===== src/rtl/winograd_seq_if.sv =====
// Handshake bundle for the winograd job sequencer: job configuration,
// operand chunk stream and result return.
interface winograd_seq_if #(
  parameter int IN_SIZE_0  = 4,
  parameter int IN_SIZE_1  = 8,
  parameter int ARRAY_SIZE = 8,
  parameter int MAX_CHUNKS = 16,
  parameter int ACC_SIZE   = 32
);
  localparam int CW = $clog2(MAX_CHUNKS + 1);

  logic                                 cfg_valid_i;
  logic                                 cfg_ready_o;
  logic [CW-1:0]                        cfg_chunks_i;
  logic [ACC_SIZE-1:0]                  cfg_corr_i;
  logic                                 in_valid_i;
  logic                                 in_ready_o;
  logic [0:ARRAY_SIZE-1][IN_SIZE_0-1:0] in_0_i;
  logic [0:ARRAY_SIZE-1][IN_SIZE_1-1:0] in_1_i;
  logic                                 res_valid_o;
  logic                                 res_ready_i;
  logic [ACC_SIZE-1:0]                  res_data_o;
  logic                                 res_ovf_o;

  modport master (
    output cfg_valid_i, cfg_chunks_i, cfg_corr_i,
    output in_valid_i, in_0_i, in_1_i,
    output res_ready_i,
    input  cfg_ready_o, in_ready_o, res_valid_o, res_data_o, res_ovf_o
  );

  modport slave (
    input  cfg_valid_i, cfg_chunks_i, cfg_corr_i,
    input  in_valid_i, in_0_i, in_1_i,
    input  res_ready_i,
    output cfg_ready_o, in_ready_o, res_valid_o, res_data_o, res_ovf_o
  );
endinterface


===== src/rtl/winograd_seq.sv =====
// Job sequencer for the winograd pair-product datapath: streams operand
// chunks in, tracks pipeline latency with a tag shift register, accumulates.
module winograd_seq #(
  parameter  int IN_SIZE_0  = 4,
  parameter  int IN_SIZE_1  = 8,
  parameter  int ARRAY_SIZE = 8,
  parameter  int DP_LATENCY = 3,
  parameter  int MAX_CHUNKS = 16,
  parameter  int ACC_SIZE   = 32,
  localparam int OUT_SIZE   = 2 * (IN_SIZE_0 + IN_SIZE_1)
) (
  input  logic                                 clk_i,
  input  logic                                 rst_ni,
  input  logic                                 clear_i,
  winograd_seq_if.slave                        bus,
  output logic [0:ARRAY_SIZE-1][IN_SIZE_0-1:0] dp_in_0_o,
  output logic [0:ARRAY_SIZE-1][IN_SIZE_1-1:0] dp_in_1_o,
  input  logic [0:1][OUT_SIZE-1:0]             dp_out_i
);
  localparam int                    CW       = $clog2(MAX_CHUNKS + 1);
  localparam logic [CW-1:0]         MAX_N    = CW'(MAX_CHUNKS);
  localparam logic [DP_LATENCY-1:0] TAG_LAST = DP_LATENCY'(1) << (DP_LATENCY - 1);
  localparam int                    MSB      = ACC_SIZE - 1;

  typedef enum logic [1:0] {IDLE = 2'd0, RUN = 2'd1, DRAIN = 2'd2, DONE = 2'd3} state_e;

  state_e                               state_q, state_d;
  logic [CW-1:0]                        rem_q, rem_d;
  logic [DP_LATENCY-1:0]                tag_q, tag_d;
  logic [ACC_SIZE-1:0]                  acc_q, acc_d;
  logic                                 ovf_q, ovf_d;
  logic                                 cfg_ready_q, cfg_ready_d;
  logic                                 in_ready_q, in_ready_d;
  logic                                 res_valid_q, res_valid_d;
  logic [0:ARRAY_SIZE-1][IN_SIZE_0-1:0] dp_in_0_q, dp_in_0_d;
  logic [0:ARRAY_SIZE-1][IN_SIZE_1-1:0] dp_in_1_q, dp_in_1_d;

  logic [CW-1:0]       chunks_s;
  logic                in_hs_s;
  logic [ACC_SIZE-1:0] p0_s, p1_s, sum_a_s, sum_b_s;
  logic                ovf_a_s, ovf_b_s;

  assign chunks_s = (bus.cfg_chunks_i > MAX_N) ? MAX_N : bus.cfg_chunks_i;
  assign in_hs_s  = bus.in_valid_i && in_ready_q;

  // Two chained signed adds; overflow when operands agree in sign but the sum does not.
  assign p0_s    = {{(ACC_SIZE - OUT_SIZE){dp_out_i[0][OUT_SIZE-1]}}, dp_out_i[0]};
  assign p1_s    = {{(ACC_SIZE - OUT_SIZE){dp_out_i[1][OUT_SIZE-1]}}, dp_out_i[1]};
  assign sum_a_s = acc_q + p0_s;
  assign sum_b_s = sum_a_s + p1_s;
  assign ovf_a_s = (acc_q[MSB] == p0_s[MSB]) && (sum_a_s[MSB] != acc_q[MSB]);
  assign ovf_b_s = (sum_a_s[MSB] == p1_s[MSB]) && (sum_b_s[MSB] != sum_a_s[MSB]);

  always_comb begin
    state_d   = state_q;
    rem_d     = rem_q;
    tag_d     = tag_q << 1;
    acc_d     = acc_q;
    ovf_d     = ovf_q;
    dp_in_0_d = dp_in_0_q;
    dp_in_1_d = dp_in_1_q;

    if (tag_q[DP_LATENCY-1]) begin
      acc_d = sum_b_s;
      ovf_d = ovf_q | ovf_a_s | ovf_b_s;
    end else begin
      acc_d = acc_q;
    end

    case (state_q)
      IDLE: begin
        if (bus.cfg_valid_i) begin
          acc_d   = bus.cfg_corr_i;
          rem_d   = chunks_s;
          ovf_d   = 1'b0;
          tag_d   = '0;
          state_d = (chunks_s == '0) ? DONE : RUN;
        end else begin
          state_d = IDLE;
        end
      end
      RUN: begin
        if (in_hs_s) begin
          dp_in_0_d = bus.in_0_i;
          dp_in_1_d = bus.in_1_i;
          tag_d[0]  = 1'b1;
          rem_d     = rem_q - CW'(1);
          state_d   = (rem_q == CW'(1)) ? DRAIN : RUN;
        end else begin
          state_d = RUN;
        end
      end
      DRAIN:   state_d = (tag_q == TAG_LAST) ? DONE : DRAIN;
      DONE:    state_d = (res_valid_q && bus.res_ready_i) ? IDLE : DONE;
      default: state_d = IDLE;
    endcase

    // Dropping the tags is what makes in-flight datapath results harmless.
    if (clear_i) begin
      state_d = IDLE;
      tag_d   = '0;
      acc_d   = '0;
      ovf_d   = 1'b0;
      rem_d   = '0;
    end else begin
      rem_d = rem_d;
    end

    cfg_ready_d = (state_d == IDLE);
    in_ready_d  = (state_d == RUN);
    // A zero-chunk job spends one cycle in DONE before presenting its result.
    res_valid_d = (state_d == DONE) && (state_q != IDLE);
  end

  always_ff @(posedge clk_i or negedge rst_ni) begin
    if (!rst_ni) begin
      state_q     <= IDLE;
      rem_q       <= '0;
      tag_q       <= '0;
      acc_q       <= '0;
      ovf_q       <= 1'b0;
      cfg_ready_q <= 1'b1;
      in_ready_q  <= 1'b0;
      res_valid_q <= 1'b0;
      dp_in_0_q   <= '0;
      dp_in_1_q   <= '0;
    end else begin
      state_q     <= state_d;
      rem_q       <= rem_d;
      tag_q       <= tag_d;
      acc_q       <= acc_d;
      ovf_q       <= ovf_d;
      cfg_ready_q <= cfg_ready_d;
      in_ready_q  <= in_ready_d;
      res_valid_q <= res_valid_d;
      dp_in_0_q   <= dp_in_0_d;
      dp_in_1_q   <= dp_in_1_d;
    end
  end

  assign bus.cfg_ready_o = cfg_ready_q;
  assign bus.in_ready_o  = in_ready_q;
  assign bus.res_valid_o = res_valid_q;
  assign bus.res_data_o  = acc_q;
  assign bus.res_ovf_o   = ovf_q;
  assign dp_in_0_o       = dp_in_0_q;
  assign dp_in_1_o       = dp_in_1_q;
endmodule


===== src/flat_wrapper.sv =====
// flat-port wrapper written by rule: the top's interface ports become plain ports
module winograd_seq_flat 
#(
  parameter  int IN_SIZE_0  = 4,
  parameter  int IN_SIZE_1  = 8,
  parameter  int ARRAY_SIZE = 8,
  parameter  int DP_LATENCY = 3,
  parameter  int MAX_CHUNKS = 16,
  parameter  int ACC_SIZE   = 32,
  localparam int OUT_SIZE   = 2 * (IN_SIZE_0 + IN_SIZE_1)
)
  (clk_i, rst_ni, clear_i, dp_in_0_o, dp_in_1_o, dp_out_i, bus_cfg_valid_i, bus_cfg_chunks_i, bus_cfg_corr_i, bus_in_valid_i, bus_in_0_i, bus_in_1_i, bus_res_ready_i, bus_cfg_ready_o, bus_in_ready_o, bus_res_valid_o, bus_res_data_o, bus_res_ovf_o);
  winograd_seq_if #(.IN_SIZE_0(IN_SIZE_0), .IN_SIZE_1(IN_SIZE_1), .ARRAY_SIZE(ARRAY_SIZE), .MAX_CHUNKS(MAX_CHUNKS), .ACC_SIZE(ACC_SIZE)) bus_i ();
  input  logic clk_i;
  input  logic rst_ni;
  input  logic clear_i;
  output logic [0:ARRAY_SIZE-1][IN_SIZE_0-1:0] dp_in_0_o;
  output logic [0:ARRAY_SIZE-1][IN_SIZE_1-1:0] dp_in_1_o;
  input  logic [0:1][OUT_SIZE-1:0] dp_out_i;
  input wire logic [$bits(bus_i.cfg_valid_i)-1:0] bus_cfg_valid_i;
  input wire logic [$bits(bus_i.cfg_chunks_i)-1:0] bus_cfg_chunks_i;
  input wire logic [$bits(bus_i.cfg_corr_i)-1:0] bus_cfg_corr_i;
  input wire logic [$bits(bus_i.in_valid_i)-1:0] bus_in_valid_i;
  input wire logic [$bits(bus_i.in_0_i)-1:0] bus_in_0_i;
  input wire logic [$bits(bus_i.in_1_i)-1:0] bus_in_1_i;
  input wire logic [$bits(bus_i.res_ready_i)-1:0] bus_res_ready_i;
  output wire logic [$bits(bus_i.cfg_ready_o)-1:0] bus_cfg_ready_o;
  output wire logic [$bits(bus_i.in_ready_o)-1:0] bus_in_ready_o;
  output wire logic [$bits(bus_i.res_valid_o)-1:0] bus_res_valid_o;
  output wire logic [$bits(bus_i.res_data_o)-1:0] bus_res_data_o;
  output wire logic [$bits(bus_i.res_ovf_o)-1:0] bus_res_ovf_o;
  assign bus_i.cfg_valid_i = bus_cfg_valid_i;
  assign bus_i.cfg_chunks_i = bus_cfg_chunks_i;
  assign bus_i.cfg_corr_i = bus_cfg_corr_i;
  assign bus_i.in_valid_i = bus_in_valid_i;
  assign bus_i.in_0_i = bus_in_0_i;
  assign bus_i.in_1_i = bus_in_1_i;
  assign bus_i.res_ready_i = bus_res_ready_i;
  assign bus_cfg_ready_o = bus_i.cfg_ready_o;
  assign bus_in_ready_o = bus_i.in_ready_o;
  assign bus_res_valid_o = bus_i.res_valid_o;
  assign bus_res_data_o = bus_i.res_data_o;
  assign bus_res_ovf_o = bus_i.res_ovf_o;
  winograd_seq #(.IN_SIZE_0(IN_SIZE_0), .IN_SIZE_1(IN_SIZE_1), .ARRAY_SIZE(ARRAY_SIZE), .DP_LATENCY(DP_LATENCY), .MAX_CHUNKS(MAX_CHUNKS), .ACC_SIZE(ACC_SIZE)) u_core (.clk_i(clk_i), .rst_ni(rst_ni), .clear_i(clear_i), .bus(bus_i), .dp_in_0_o(dp_in_0_o), .dp_in_1_o(dp_in_1_o), .dp_out_i(dp_out_i));
endmodule

===== config.mk =====
export PLATFORM = sky130hd
export DESIGN_NAME = winograd_seq_flat
export DESIGN_NICKNAME = d
export VERILOG_FILES = /design/src/rtl/winograd_seq_if.sv /design/src/rtl/winograd_seq.sv /design/src/flat_wrapper.sv
export SDC_FILE = /design/constraint.sdc
export NUM_CORES = 1
export LEC_CHECK = 0
export BUFFER_PORTS_ARGS = -buffer_cell sky130_fd_sc_hd__clkbuf_2
export CAP_MARGIN = 20
export CORE_MARGIN = 4
export CORE_UTILIZATION = 50
export CTS_BUF_LIST = sky130_fd_sc_hd__clkbuf_4 sky130_fd_sc_hd__clkbuf_8 sky130_fd_sc_hd__clkbuf_16
export CTS_CLUSTER_DIAMETER = 50
export CTS_CLUSTER_SIZE = 8
export DETAILED_ROUTE_END_ITERATION = 8
export GPL_TIMING_DRIVEN = 0
export PLACE_DENSITY = 0.78
export RECOVER_POWER = 25
export SKIP_CTS_REPAIR_TIMING = 1
export SLEW_MARGIN = 10
export SYNTH_ARGS = -nofsm -noshare
export SYNTH_HDL_FRONTEND = slang
export SYNTH_SLANG_ARGS = --single-unit

===== constraint.sdc =====
create_clock -name clk_i -period 6.6 [get_ports clk_i]
set_input_delay 0.33 -clock clk_i [delete_from_list [all_inputs] [get_ports clk_i]]
set_output_delay 0.33 -clock clk_i [all_outputs]
set_load 0.005 [all_outputs]

==> impl_summary.txt, run 1 <==
----------------------------------------------------
[Finish]
  Fraction of final layout cells sized beyond drive strength 1 ... 0.352
  Final cell area excluding filler cells ... 11400 um^2
  Area growth syn-to-layout ... 27.4%
  Post-layout net count ... 1455
  # fillers ... 1454
  # diodes ... 0

[CTS]
  Register clock-pin slew on the reported worst setup and hold paths ... 70 ps
  Source-to-sink clock delay at the later pin of the worst-skew pair ... 430 ps
  Total number of H-tree levels ... 4
  Worst-case clock buffer depth ... 2
  Clock tree from TritonCTS ... done
  CTS Sinks ... 142
  Clock buffer count from CTS ... 17
  Root buf cell ... sky130_fd_sc_hd__clkbuf_16

[Power and ir drop]
  Leakage ... 5.63 nW
  Total power draw ... 0.00338 W
  Worst vdd rail ir drop ... 0.000221 V
  Power density cells ... 297 nW/um^2

[Worst setup path]
  Number of buffers and inverters on the critical path ... 1
  Critical path cell sequence ... ha_1, inv_1, fa_1, nor2b_1, o21ai_0, nand2b_1, a21o_1, a31o_2, a21oi_1, o21bai_1, a21o_1, a31oi_1, o21ai_0, ha_1, nand3_1, nor2_1, o211ai_1, a31oi_1, a41o_2, nor2_1, maj3_1, a211oi_1, a21oi_1
  Critical Path Sink Type ... flip-flop
  Type of element launching the critical path ... flip-flop
  Required arrival time at the worst endpoint ... 6900 ps
  Cell with the largest stage delay on the worst path ... sky130_fd_sc_hd__dfrtp_1
  Worst Setup Path Type ... reg2reg
  Delay contributed by the slowest stage of the critical path ... 400 ps
  Data arrival time of the critical path ... 5680 ps
  Top cell family by delay on the critical path ... compound AO/OA/AOI/OAI gates
  Max Fanout on Critical Path ... 6

[Detailed routing]
  Number of detailed-route iterations in the first pass ... 5
  Met2 WL post-DR ... 13900 um
  Antenna Violating Nets Remaining ... 0
  Total number of vias ... 8042
  Met1 wire length ... 11000 um
  Highest Signal Layer ... met5
  1st-iter DRT viols ... 449
  DRC viols ... 0
  Detailed-route vias per instance ... 5.58
  Routed wire length per instance ... 19.4 um
  Routed wire length ... 28000 um
  Amount of wire on met3 after detailed routing ... 2300 um

[Die]
  Standard-cell rows ... 48
  Area of the die ... 20100 um^2
  Die Y-Extent ... 142 um
  Effective utilization at floorplan ... 0.514
  Core Region ... 17400 um^2
  Boundary Pins ... 319
  Die extent in x ... 142 um

[STA]
  Min Tclk post-route ... 5380 ps
  Sum of negative setup slack ... 0 ps
  FMAX ... 0.186 GHz
  Number of setup violations in the final report ... 0
  Max Transition Viols Final ... 56
  Clock Skew ... 14.3 ps
  Actual transition at the worst max-transition pin ... 3480 ps
  Unrepaired setup endpoints after global routing ... false
  Fraction of the cycle the final worst path needs ... 0.815
  Max-Slew Margin vs Limit ... -1.32
  Hold Fails Final Rpt ... 0

[Logic synthesis]
  Sequential-to-total area share from yosys stat ... 0.397
  Netlist Area Pre-Place ... 8950 um^2
  Avg Synthesized Cell Area ... 10.4 um^2
  Number of flops mapped to enable cells by yosys ... 0
  Netlist cell types ... 75
  Synthesized instance count ... 864
  Yosys warnings ... 0
  Count of state elements after synthesis ... 142
  Predominant post-synthesis flop cell ... sky130_fd_sc_hd__dfrtp_1
  Mapped Nets ... 1117
  Fraction of registers with async set/reset ... 1.00

[Global route]
  Antenna violations before repair ... 1
  Grt total ovfl ... 0
  Global Route Usage Sum ... 0.278
  Largest net degree at the start of global routing ... 88
  Global-route wire length before repair ... 44100 um
  Via count of the first global-routing pass ... 8297

[Job]
  Max-cap violations ... 1

[Placement]
  Placed instance area ... 10900 um^2
  Port buffer count ... 317
  Final HPWL from detailed placement ... 22100 um
  GPL Wtd Cong ... 0.904

[Hold path]
  Min-Delay Path Class ... in2reg

[Run status]
  Failing checks ... max-capacitance violations, max-slew violations
  Run status ... finished with violations

----------------------------------------------------
## registers in the layout (all words and copies together) (netlist names)
| signal | count |
|---|---|
| u_core.bus.in_ready_o | 1 |
| u_core.bus.res_ovf_o | 1 |
| u_core.bus.res_valid_o | 1 |
| u_core.rem_q | 5 |
| u_core.bus.res_data_o | 32 |
| u_core.dp_in_1_o | 64 |
| u_core.dp_in_0_o | 32 |
| u_core.state_q | 2 |
| u_core.bus.cfg_ready_o | 1 |
| u_core.tag_q | 3 |
## synth_stat cells (6+ instances only)
| master | number | area (um^2) |
|---|---|---|
| sky130_fd_sc_hd__dfrtp_1 | 141 | 3530 |
| sky130_fd_sc_hd__mux2_2 | 96 | 1080 |
| sky130_fd_sc_hd__ha_1 | 64 | 801 |
| sky130_fd_sc_hd__nor2_1 | 64 | 240 |
| sky130_fd_sc_hd__a21oi_1 | 63 | 315 |
| sky130_fd_sc_hd__xnor2_1 | 36 | 315 |
| sky130_fd_sc_hd__nand2_1 | 35 | 131 |
| sky130_fd_sc_hd__a21o_1 | 33 | 248 |
| sky130_fd_sc_hd__a211oi_1 | 32 | 240 |
| sky130_fd_sc_hd__o21ai_0 | 32 | 160 |
| sky130_fd_sc_hd__clkbuf_1 | 26 | 97.6 |
| sky130_fd_sc_hd__mux2i_1 | 24 | 240 |
| sky130_fd_sc_hd__inv_1 | 21 | 78.8 |
| sky130_fd_sc_hd__xor2_1 | 20 | 175 |
| sky130_fd_sc_hd__nand3_1 | 14 | 70.1 |
| sky130_fd_sc_hd__nand2b_1 | 13 | 81.3 |
| sky130_fd_sc_hd__nor3_1 | 13 | 65.1 |
| sky130_fd_sc_hd__a31oi_1 | 12 | 75.1 |
| sky130_fd_sc_hd__o211ai_1 | 11 | 82.6 |
| sky130_fd_sc_hd__nor2b_1 | 10 | 62.6 |
| sky130_fd_sc_hd__o21bai_1 | 6 | 45.0 |
| sky130_fd_sc_hd__or3_1 | 6 | 37.5 |
## routing by layer
layer / vias up / track usage
met5: - / 0
met4: 2 / 0.0874
met3: 52 / 0.0789
met2: 291 / 0.483
met1: 3834 / 0.333
li1: 3863 / -
## kinds of logic (layout without fill, tap and decap cells)
logic type,count (synthesis),in the layout,share of synthesized area
AOI/OAI and AO/OA,232,232,0.173
and+or+nand+nor,192,192,0.107
DFF,142,142,0.397
muxes,120,120,0.148
adders and majority gates,68,68,0.0963
xor gates and xnor gates,56,56,0.0548
buffers and inverters,54,405,0.0236
## path summary, 6_finish.rpt
path | startpoint | end | slack, ps | cells after the start
hold / removal | bus_in_1_i[41] | u_core.dp_in_1_o[41] | 120 | 2
setup / recovery | u_core.bus.res_data_o[0] | u_core.bus.res_ovf_o | 1220 | 23
hold reg to reg | u_core.tag_q[0] | u_core.tag_q[1] | 490 | 1
setup reg to reg | u_core.bus.res_data_o[0] | u_core.bus.res_ovf_o | 1220 | 23
min in group asynchronous | rst_ni | u_core.dp_in_1_o[11] | 1630 | 2
max in group asynchronous | rst_ni | u_core.bus.res_data_o[29] | 3000 | 2
## metrics by stage
stage | hold slack [ps] | setup WS [ps] | utilization | std cells
final | 123 | 1220 | 0.655 | 1440
after global routing | 114 | 949 | 0.655 | 1440
after CTS | -110 | 1320 | 0.658 | 1439
after detailed placement | 348 | 1420 | 0.623 | 1407
after global placement | 461 | 1480 | 0.621 | 1406
after floorplan | 34.4 | 1890 | - | 864
## power breakdown
part | internal (W) | switching (W)
clock network | 0.000541 | 0.000447
logic | 0.000586 | 0.000630
registers | 0.00106 | 0.000116
total | 0.00219 | 0.00119
## cell type report
class	count	area, um^2	area share
multi-input combinational	668	5180	0.455
inverter	21	78.8	0.00691
buffer	33	133	0.0116
clock buffer	17	425	0.0373
timing repair buffer	319	1570	0.138
tap	225	282	0.0247
sequential	142	3550	0.312
clock inverter	15	174	0.0152
## layout by cell type (no fill, tap or decap), types with 6 or more instances in the layout
cell / count
sky130_fd_sc_hd__clkbuf_2: 276
sky130_fd_sc_hd__dfrtp_1: 141
sky130_fd_sc_hd__mux2_2: 96
sky130_fd_sc_hd__clkbuf_1: 67
sky130_fd_sc_hd__nor2_1: 64
sky130_fd_sc_hd__ha_1: 64
sky130_fd_sc_hd__a21oi_1: 63
sky130_fd_sc_hd__xnor2_1: 36
sky130_fd_sc_hd__nand2_1: 35
sky130_fd_sc_hd__a21o_1: 33
sky130_fd_sc_hd__o21ai_0: 32
sky130_fd_sc_hd__a211oi_1: 32
sky130_fd_sc_hd__mux2i_1: 24
sky130_fd_sc_hd__inv_1: 21
sky130_fd_sc_hd__xor2_1: 20
sky130_fd_sc_hd__clkbuf_16: 17
sky130_fd_sc_hd__nand3_1: 14
sky130_fd_sc_hd__nor3_1: 13
sky130_fd_sc_hd__nand2b_1: 13
sky130_fd_sc_hd__a31oi_1: 12
sky130_fd_sc_hd__o211ai_1: 11
sky130_fd_sc_hd__nor2b_1: 10
sky130_fd_sc_hd__or3_1: 6
sky130_fd_sc_hd__o21bai_1: 6
No activity file was read; power rests on OpenSTA's default activity.
==> run 2, diff against run 1 <==
Settings changed: ABC_AREA set to 1, CORE_UTILIZATION 50 to 47, PLACE_DENSITY 0.78 to 0.76.
Clock period 6.6 ns to 4.5 ns, I/O delays scaled along.
==> run 2 against run 1 <==
Against the previous run: the run ends with negative hold slack, max-capacitance violations, max-slew violations left; synthesized cell count up 31%; power up 78%; utilization down 4.6 points; area after synthesis up 6.3%; clock skew up 2.0 ps; via count up 15%; routed wire length up 16%; design area up 5.3%; register-to-register slack worse by 890 ps; count of clock-buffer cells in the layout up 1; hold slack worse by 130 ps; flip-flop and latch count unchanged; critical endpoint is now u_core.bus.res_data_o[22]; largest cell class unchanged; largest power group unchanged.
==> impl_summary.txt, run 2 <==
----------------------------------------------------
[Placement]
  Placed instance area ... 11500 um^2
  Port buffer count ... 318
  GPL Wtd Cong ... 0.968
  Placed Cells incl. Taps ... 1714
  Final HPWL from detailed placement ... 26500 um

[Logic synthesis]
  Predominant post-synthesis flop cell ... sky130_fd_sc_hd__dfrtp_1
  Post-synthesis share of cell area spent on and, or, nand and nor gates ... 0.200
  Area share of the leading cell type in the synthesized netlist ... 0.371
  Avg Synthesized Cell Area ... 8.42 um^2
  Netlist Area Pre-Place ... 9520 um^2
  Commonest cells post-synth ... sky130_fd_sc_hd__nand2_1 (222), sky130_fd_sc_hd__dfrtp_1 (141), sky130_fd_sc_hd__inv_1 (109)
  Compound-cell area share of the yosys netlist ... 0.134
  Number of flops mapped to enable cells by yosys ... 0
  Mapped Nets ... 1383
  Area share of xor/xnor cells in the synthesized design ... 0.0322
  Top cell type by total area after synthesis ... sky130_fd_sc_hd__dfrtp_1
  Synth Area in Adders ... 0.0883
  Combinational family with the most area after synthesis ... simple AND/OR/NAND/NOR gates
  Most common cell in the synthesized netlist ... sky130_fd_sc_hd__nand2_1
  Count of state elements after synthesis ... 142
  Yosys warnings ... 0
  Share of synthesized area spent on multiplexers ... 0.115
  Synthesized instance count ... 1130
  Ranking of synthesized cells by area ... sky130_fd_sc_hd__dfrtp_1 (37%), sky130_fd_sc_hd__mux2_2 (11%), sky130_fd_sc_hd__nand2_1 (8.8%), sky130_fd_sc_hd__ha_1 (8.4%), sky130_fd_sc_hd__inv_1 (4.3%)
  Fraction of registers with async set/reset ... 1.00
  Sequential-to-total area share from yosys stat ... 0.373
  Netlist cell types ... 58

[Worst setup path]
  Most prevalent standard cell on the critical path ... sky130_fd_sc_hd__nand2_1
  Cell depth of the worst flop-to-flop path ... 23
  Data arrival time of the critical path ... 4530 ps
  Delay contributed by the slowest stage of the critical path ... 410 ps
  Type of element launching the critical path ... flip-flop
  Critical Path Sink Type ... flip-flop
  Cell with the largest stage delay on the worst path ... sky130_fd_sc_hd__fa_1
  Required arrival time at the worst endpoint ... 4860 ps
  Critical path cell sequence ... ha_1, inv_1, fa_1, nand3b_1, nand2_1, a21oi_2, o21ai_2, a21boi_2, o21ai_2, nand2_1, nand2_1, xor2_1, ha_1, nand2_1, nor2_1, nor2_1, a21boi_0, nand3_1, nand2_1, inv_1, o21ai_1, o211ai_1, nand2_1
  Max Fanout on Critical Path ... 5
  Worst Setup Path Type ... reg2reg

[Finish]
  Area growth syn-to-layout ... 26.2%
  Fraction of final layout cells sized beyond drive strength 1 ... 0.323
  Number of standard cells in the layout, taps in and fillers out ... 1747
  Most common cell after layout, fill and taps aside ... sky130_fd_sc_hd__clkbuf_2
  # diodes ... 0
  Leading cell types in the layout, fill and taps excluded ... sky130_fd_sc_hd__clkbuf_2 (284), sky130_fd_sc_hd__nand2_1 (222), sky130_fd_sc_hd__dfrtp_1 (141)
  Final cell area excluding filler cells ... 12000 um^2
  Flip-flop count of the largest register, all copies and words added ... 64
  Post-layout net count ... 1722

[Die]
  Area of the die ... 22600 um^2
  Standard-cell rows ... 51
  Core Region ... 19700 um^2
  Die Y-Extent ... 150 um
  Boundary Pins ... 319
  Die extent in x ... 150 um
  Effective utilization at floorplan ... 0.483

[CTS]
  Total number of H-tree levels ... 4
  Register clock-pin slew on the reported worst setup and hold paths ... 80 ps
  Root buf cell ... sky130_fd_sc_hd__clkbuf_16
  CTS Sinks ... 142
  Clock buffer count from CTS ... 17
  Clock tree from TritonCTS ... done
  Worst-case clock buffer depth ... 2
  Source-to-sink clock delay at the later pin of the worst-skew pair ... 430 ps

[Global route]
  Global Route Usage Sum ... 0.285
  Grt total ovfl ... 0
  Antenna violations before repair ... 3
  Via count of the first global-routing pass ... 9390
  Largest net degree at the start of global routing ... 84
  Global-route wire length before repair ... 49400 um

[Hold path]
  Min-Delay Path Class ... in2reg
  Worst Hold Path Cells ... 3

[Run status]
  Failing checks ... negative hold slack, max-capacitance violations, max-slew violations
  Run status ... finished with violations

[STA]
  Max Transition Viols Final ... 60
  Worst-case hold slack ... -8.12 ps
  Actual transition at the worst max-transition pin ... 3580 ps
  FMAX ... 0.240 GHz
  Unrepaired setup endpoints after global routing ... false
  Clock Skew ... 16.3 ps
  Max-Slew Margin vs Limit ... -1.39
  Hold Fails Final Rpt ... 3
  Sum of negative setup slack ... 0 ps
  Min Tclk post-route ... 4170 ps
  Fraction of the cycle the final worst path needs ... 0.927
  Number of setup violations in the final report ... 0

[Power and ir drop]
  Worst vdd rail ir drop ... 0.000326 V
  Total power draw ... 0.00602 W
  Leakage ... 6.32 nW
  Power density cells ... 501 nW/um^2

[Detailed routing]
  DRC viols ... 0
  Detailed-route vias per instance ... 5.27
  Number of detailed-route iterations in the first pass ... 5
  Routed wire length per instance ... 18.5 um
  1st-iter DRT viols ... 603
  Routed wire length ... 32300 um
  Antenna Violating Nets Remaining ... 0
  Total number of vias ... 9213

[Job]
  Max-cap violations ... 1

----------------------------------------------------
run 2: cell count changes after synthesis, moves of 24 or more:
| cell | change |
|---|---|
| sky130_fd_sc_hd__nand2_1 | +187 |
| sky130_fd_sc_hd__xnor2_1 | -24 |
| sky130_fd_sc_hd__o21ai_0 | +33 |
| sky130_fd_sc_hd__a211oi_1 | -31 |
| sky130_fd_sc_hd__nand3_1 | +33 |
| sky130_fd_sc_hd__nor2_1 | +44 |
| sky130_fd_sc_hd__inv_1 | +88 |
run 2: cell families (layout without fill, tap and decap cells):
family,after synthesis,count (layout)
AO/OA/AOI/OAI,217,217
XOR/XNOR,35,35
adder cells (fa/ha/maj),66,66
buffers and inverters,135,487
flip-flops,142,142
multiplexers,97,97
AND/OR/NAND/NOR,438,438
run 2: stage by stage:
stage	util	setup WS, ps
after CTS	0.611	350
after global routing	0.609	40.3
final	0.609	328
after detailed placement	0.582	389
after floorplan	-	1140
after global placement	0.580	404
run 2: area by class of cell:
| type | count | area (um^2) |
|---|---|---|
| Buffer | 21 | 114 |
| Clock buffer | 18 | 433 |
| Clock inverter | 14 | 145 |
| Fill cell | 1807 | 7700 |
| Inverter | 114 | 428 |
| Multi-Input combinational cell | 853 | 5420 |
| Sequential cell | 142 | 3550 |
| Tap cell | 265 | 332 |
| Timing Repair Buffer | 320 | 1590 |
run 2: critical path: cells and delay by family, from the launching register on:
family	cells	cell delay (ps)
DFF	1	370
AOI/OAI and AO/OA	7	1330
and+or+nand+nor	10	1240
adders and majority gates	3	910
xor gates and xnor gates	1	170
buffers and inverters	2	100
run 2: power by group:
| group | switching (W) | internal [W] |
|---|---|---|
| sequential | 0.000283 | 0.00175 |
| clock | 0.000635 | 0.000788 |
| combinational | 0.00144 | 0.00112 |
run 2: worst paths after layout:
path	from	to	slack, ps
max	u_core.bus.res_data_o[0]	u_core.bus.res_data_o[22]	330
min	bus_cfg_corr_i[8]	u_core.bus.res_data_o[8]	-8
max reg2reg	u_core.bus.res_data_o[0]	u_core.bus.res_data_o[22]	330
min reg2reg	u_core.tag_q[0]	u_core.tag_q[1]	500
max in group asynchronous	rst_ni	u_core.dp_in_0_o[1]	910
min in group asynchronous	rst_ni	u_core.dp_in_0_o[30]	1580
run 2: routing by layer:
layer,vias up,track usage,share of wire
li1,4494,-,-
met1,4294,0.339,0.39
met2,359,0.503,0.50
met3,60,0.0695,0.081
met4,6,0.0952,0.027
met5,-,0,0.0011
==> run 3, diff against run 2 <==
Settings changed: CORE_MARGIN 4 to not set.
==> run 3 against run 2 <==
Against the previous run: the flow finishes with violations (max-capacitance violations, max-slew violations); maximum frequency increased by 1.9%; final cell count rose by 0.11%; global-route usage grew 2.4 points; utilization is 0.32 points higher; register-to-register slack better by 80 ps; clock skew decreased by 4.1 ps; die area shrank 7.8%; largest cell class unchanged; highest routed layer unchanged.
==> impl_summary.txt, run 3 (synthesis results as in run 2) <==
----------------------------------------------------
[Run status]
  Run status ... finished with violations
  Failing checks ... max-capacitance violations, max-slew violations

[Global route]
  Antenna violations before repair ... 3
  Global-route wire length before repair ... 47600 um
  Largest net degree at the start of global routing ... 83
  Global Route Usage Sum ... 0.308
  Via count of the first global-routing pass ... 9137
  Grt total ovfl ... 0

[Worst setup path]
  FF-to-FF End ... u_core.bus.res_data_o[25]
  Cell depth of the worst flop-to-flop path ... 22
  Required arrival time at the worst endpoint ... 4810 ps
  Reg-to-reg slack, setup ... 410 ps
  Launch point of the worst reg-to-reg path ... u_core.bus.res_data_o[0]
  Worst Setup Path Type ... reg2reg
  Type of element launching the critical path ... flip-flop
  Critical Path Sink Type ... flip-flop
  Data arrival time of the critical path ... 4400 ps
  Max Fanout on Critical Path ... 5

[STA]
  Sum of negative setup slack ... 0 ps
  Max-Slew Margin vs Limit ... -1.31
  Number of setup violations in the final report ... 0
  Post-route setup slack ... 408 ps
  Min Tclk post-route ... 4090 ps
  Fraction of the cycle the final worst path needs ... 0.909
  Clock Skew ... 12.1 ps
  Unrepaired setup endpoints after global routing ... false
  FMAX ... 0.244 GHz
  Actual transition at the worst max-transition pin ... 3460 ps
  Max Transition Viols Final ... 61
  Hold Fails Final Rpt ... 0

[Hold path]
  Min-Delay Path Class ... in2reg
  Worst Hold Path Cells ... 3
  Hold path start ... bus_cfg_corr_i[5]
  Worst hold path endpoint ... u_core.bus.res_data_o[5]

[CTS]
  Total number of H-tree levels ... 4
  CTS Sinks ... 142
  Worst-case clock buffer depth ... 2
  Source-to-sink clock delay at the later pin of the worst-skew pair ... 430 ps
  Clock buffer count from CTS ... 17
  Register clock-pin slew on the reported worst setup and hold paths ... 70 ps
  Clock tree from TritonCTS ... done
  Root buf cell ... sky130_fd_sc_hd__clkbuf_16

[Die]
  Die extent in x ... 144 um
  Boundary Pins ... 319
  Core Region ... 19700 um^2
  Die Y-Extent ... 144 um
  Standard-cell rows ... 51
  Effective utilization at floorplan ... 0.484
  Area of the die ... 20800 um^2

[Detailed routing]
  Antenna Violating Nets Remaining ... 0
  Routed wire length per instance ... 18.0 um
  Number of detailed-route iterations in the first pass ... 5
  DRC viols ... 0
  Detailed-route vias per instance ... 5.26
  Routed wire length ... 31500 um
  Total number of vias ... 9201
  1st-iter DRT viols ... 387

[Placement]
  Port buffer count ... 318
  Placed Cells incl. Taps ... 1714
  GPL Wtd Cong ... 0.988
  Worst slack at placement ... 356 ps
  Final HPWL from detailed placement ... 25900 um

[Finish]
  Fraction of final layout cells sized beyond drive strength 1 ... 0.324
  Most common cell after layout, fill and taps aside ... sky130_fd_sc_hd__clkbuf_2
  Post-layout net count ... 1723
  Flip-flop count of the largest register, all copies and words added ... 64
  Number of standard cells in the layout, taps in and fillers out ... 1749
  Area growth syn-to-layout ... 26.5%
  Leading cell types in the layout, fill and taps excluded ... sky130_fd_sc_hd__clkbuf_2 (286), sky130_fd_sc_hd__nand2_1 (222), sky130_fd_sc_hd__dfrtp_1 (141)

[Power and ir drop]
  Clock network fraction of design power ... 0.235
  Internal cell power ... 0.00367 W
  Proportion of power drawn by flip-flops and latches ... 0.338
  Power density cells ... 499 nW/um^2
  Worst vdd rail ir drop ... 0.000378 V
  Fraction of power spent switching nets ... 0.388
  Net switching power of the design ... 0.00233 W
  Leakage ... 6.34 nW
  Relative contribution of combinational cells to total power ... 0.427

[Job]
  Max-cap violations ... 1

----------------------------------------------------
-- run 3: cell count changes in the layout (fill, tap and decap cells not counted) --
| cell | change |
|---|---|
| sky130_fd_sc_hd__clkbuf_1 | -2 |
| sky130_fd_sc_hd__clkbuf_2 | +2 |
| sky130_fd_sc_hd__a21boi_0 | -1 |
| sky130_fd_sc_hd__a21boi_1 | +1 |
| sky130_fd_sc_hd__clkinv_2 | +1 |
| sky130_fd_sc_hd__diode_2 | +1 |
| sky130_fd_sc_hd__dlygate4sd3_1 | +1 |
| sky130_fd_sc_hd__clkbuf_4 | -1 |
| sky130_fd_sc_hd__clkinvlp_4 | -1 |
| sky130_fd_sc_hd__inv_6 | -2 |
| sky130_fd_sc_hd__inv_8 | +2 |
| sky130_fd_sc_hd__clkbuf_8 | +1 |
-- run 3: area by class of cell --
| cell class | instances | area (um^2) |
|---|---|---|
| inverter | 114 | 428 |
| sequential | 142 | 3550 |
| buffer | 21 | 114 |
| tap | 265 | 332 |
| fill | 1794 | 7620 |
| antenna | 1 | 2.50 |
| multi-input combinational | 853 | 5420 |
| timing repair buffer | 321 | 1600 |
| clock buffer | 18 | 439 |
| clock inverter | 14 | 148 |
-- run 3: worst max-delay path by stage --
stage	startpoint	end	slack [ps]
finish	u_core.bus.res_data_o[0]	u_core.bus.res_data_o[25]	410
global route	u_core.bus.res_data_o[0]	u_core.bus.res_data_o[21]	90
CTS	u_core.bus.res_data_o[0]	u_core.bus.res_data_o[22]	310
detailed placement	u_core.bus.res_data_o[0]	u_core.bus.res_data_o[22]	360
global placement	u_core.bus.res_data_o[0]	u_core.bus.res_data_o[22]	430
floorplan	u_core.bus.res_data_o[0]	u_core.bus.res_data_o[25]	1140
-- run 3: per-layer routing --
metal	wire length (um)	global-route usage	up-vias
li1	-	-	4506
met1	12500	0.358	4304
met2	15800	0.546	338
met3	2450	0.0861	51
met4	824	0.101	2
met5	13	0	-
-- run 3: power groups by stage --
stage	clock network, W	registers, W	logic, W
global route	0.00148	0.00208	0.00282
global placement	0	0.00202	0.00252
floorplan	0	0.00204	0.00148
detailed placement	0	0.00204	0.00258
finish	0.00141	0.00203	0.00257
CTS	0.00142	0.00203	0.00260
-- run 3: through the flow --
step / hold slack [ps] / utilization / total power [W] / cell area (um^2)
2_1_floorplan: -70.6 / - / 0.00352 / 9520
3_3_place_gp: 426 / 0.582 / 0.00454 / 11400
3_5_place_dp: 246 / 0.584 / 0.00462 / 11500
4_1_cts: -209 / 0.614 / 0.00605 / 12100
5_1_grt: 3.74 / 0.612 / 0.00639 / 12000
6_report: 2.52 / 0.612 / 0.00601 / 12000
-- run 3: critical path: stages, from the launching register on --
cell                       delay [ps]
sky130_fd_sc_hd__dfrtp_1          390
sky130_fd_sc_hd__ha_1             180
sky130_fd_sc_hd__inv_1             60
sky130_fd_sc_hd__fa_1             410
sky130_fd_sc_hd__nand3b_1         180
sky130_fd_sc_hd__nand2_1          130
sky130_fd_sc_hd__a21oi_2          110
sky130_fd_sc_hd__o21ai_2          250
sky130_fd_sc_hd__a21oi_2          110
sky130_fd_sc_hd__o21ai_2          240
sky130_fd_sc_hd__nand2_1           80
sky130_fd_sc_hd__nand2_1           80
sky130_fd_sc_hd__xor2_1            70
sky130_fd_sc_hd__ha_1             380
sky130_fd_sc_hd__nand2_1          150
sky130_fd_sc_hd__nor4_2           410
sky130_fd_sc_hd__nand3_1          120
sky130_fd_sc_hd__nand3_1          170
sky130_fd_sc_hd__nand2_1          100
sky130_fd_sc_hd__nand3_1           80
sky130_fd_sc_hd__nand2_1           50
sky130_fd_sc_hd__nor2_1           160
sky130_fd_sc_hd__o21ai_1           80
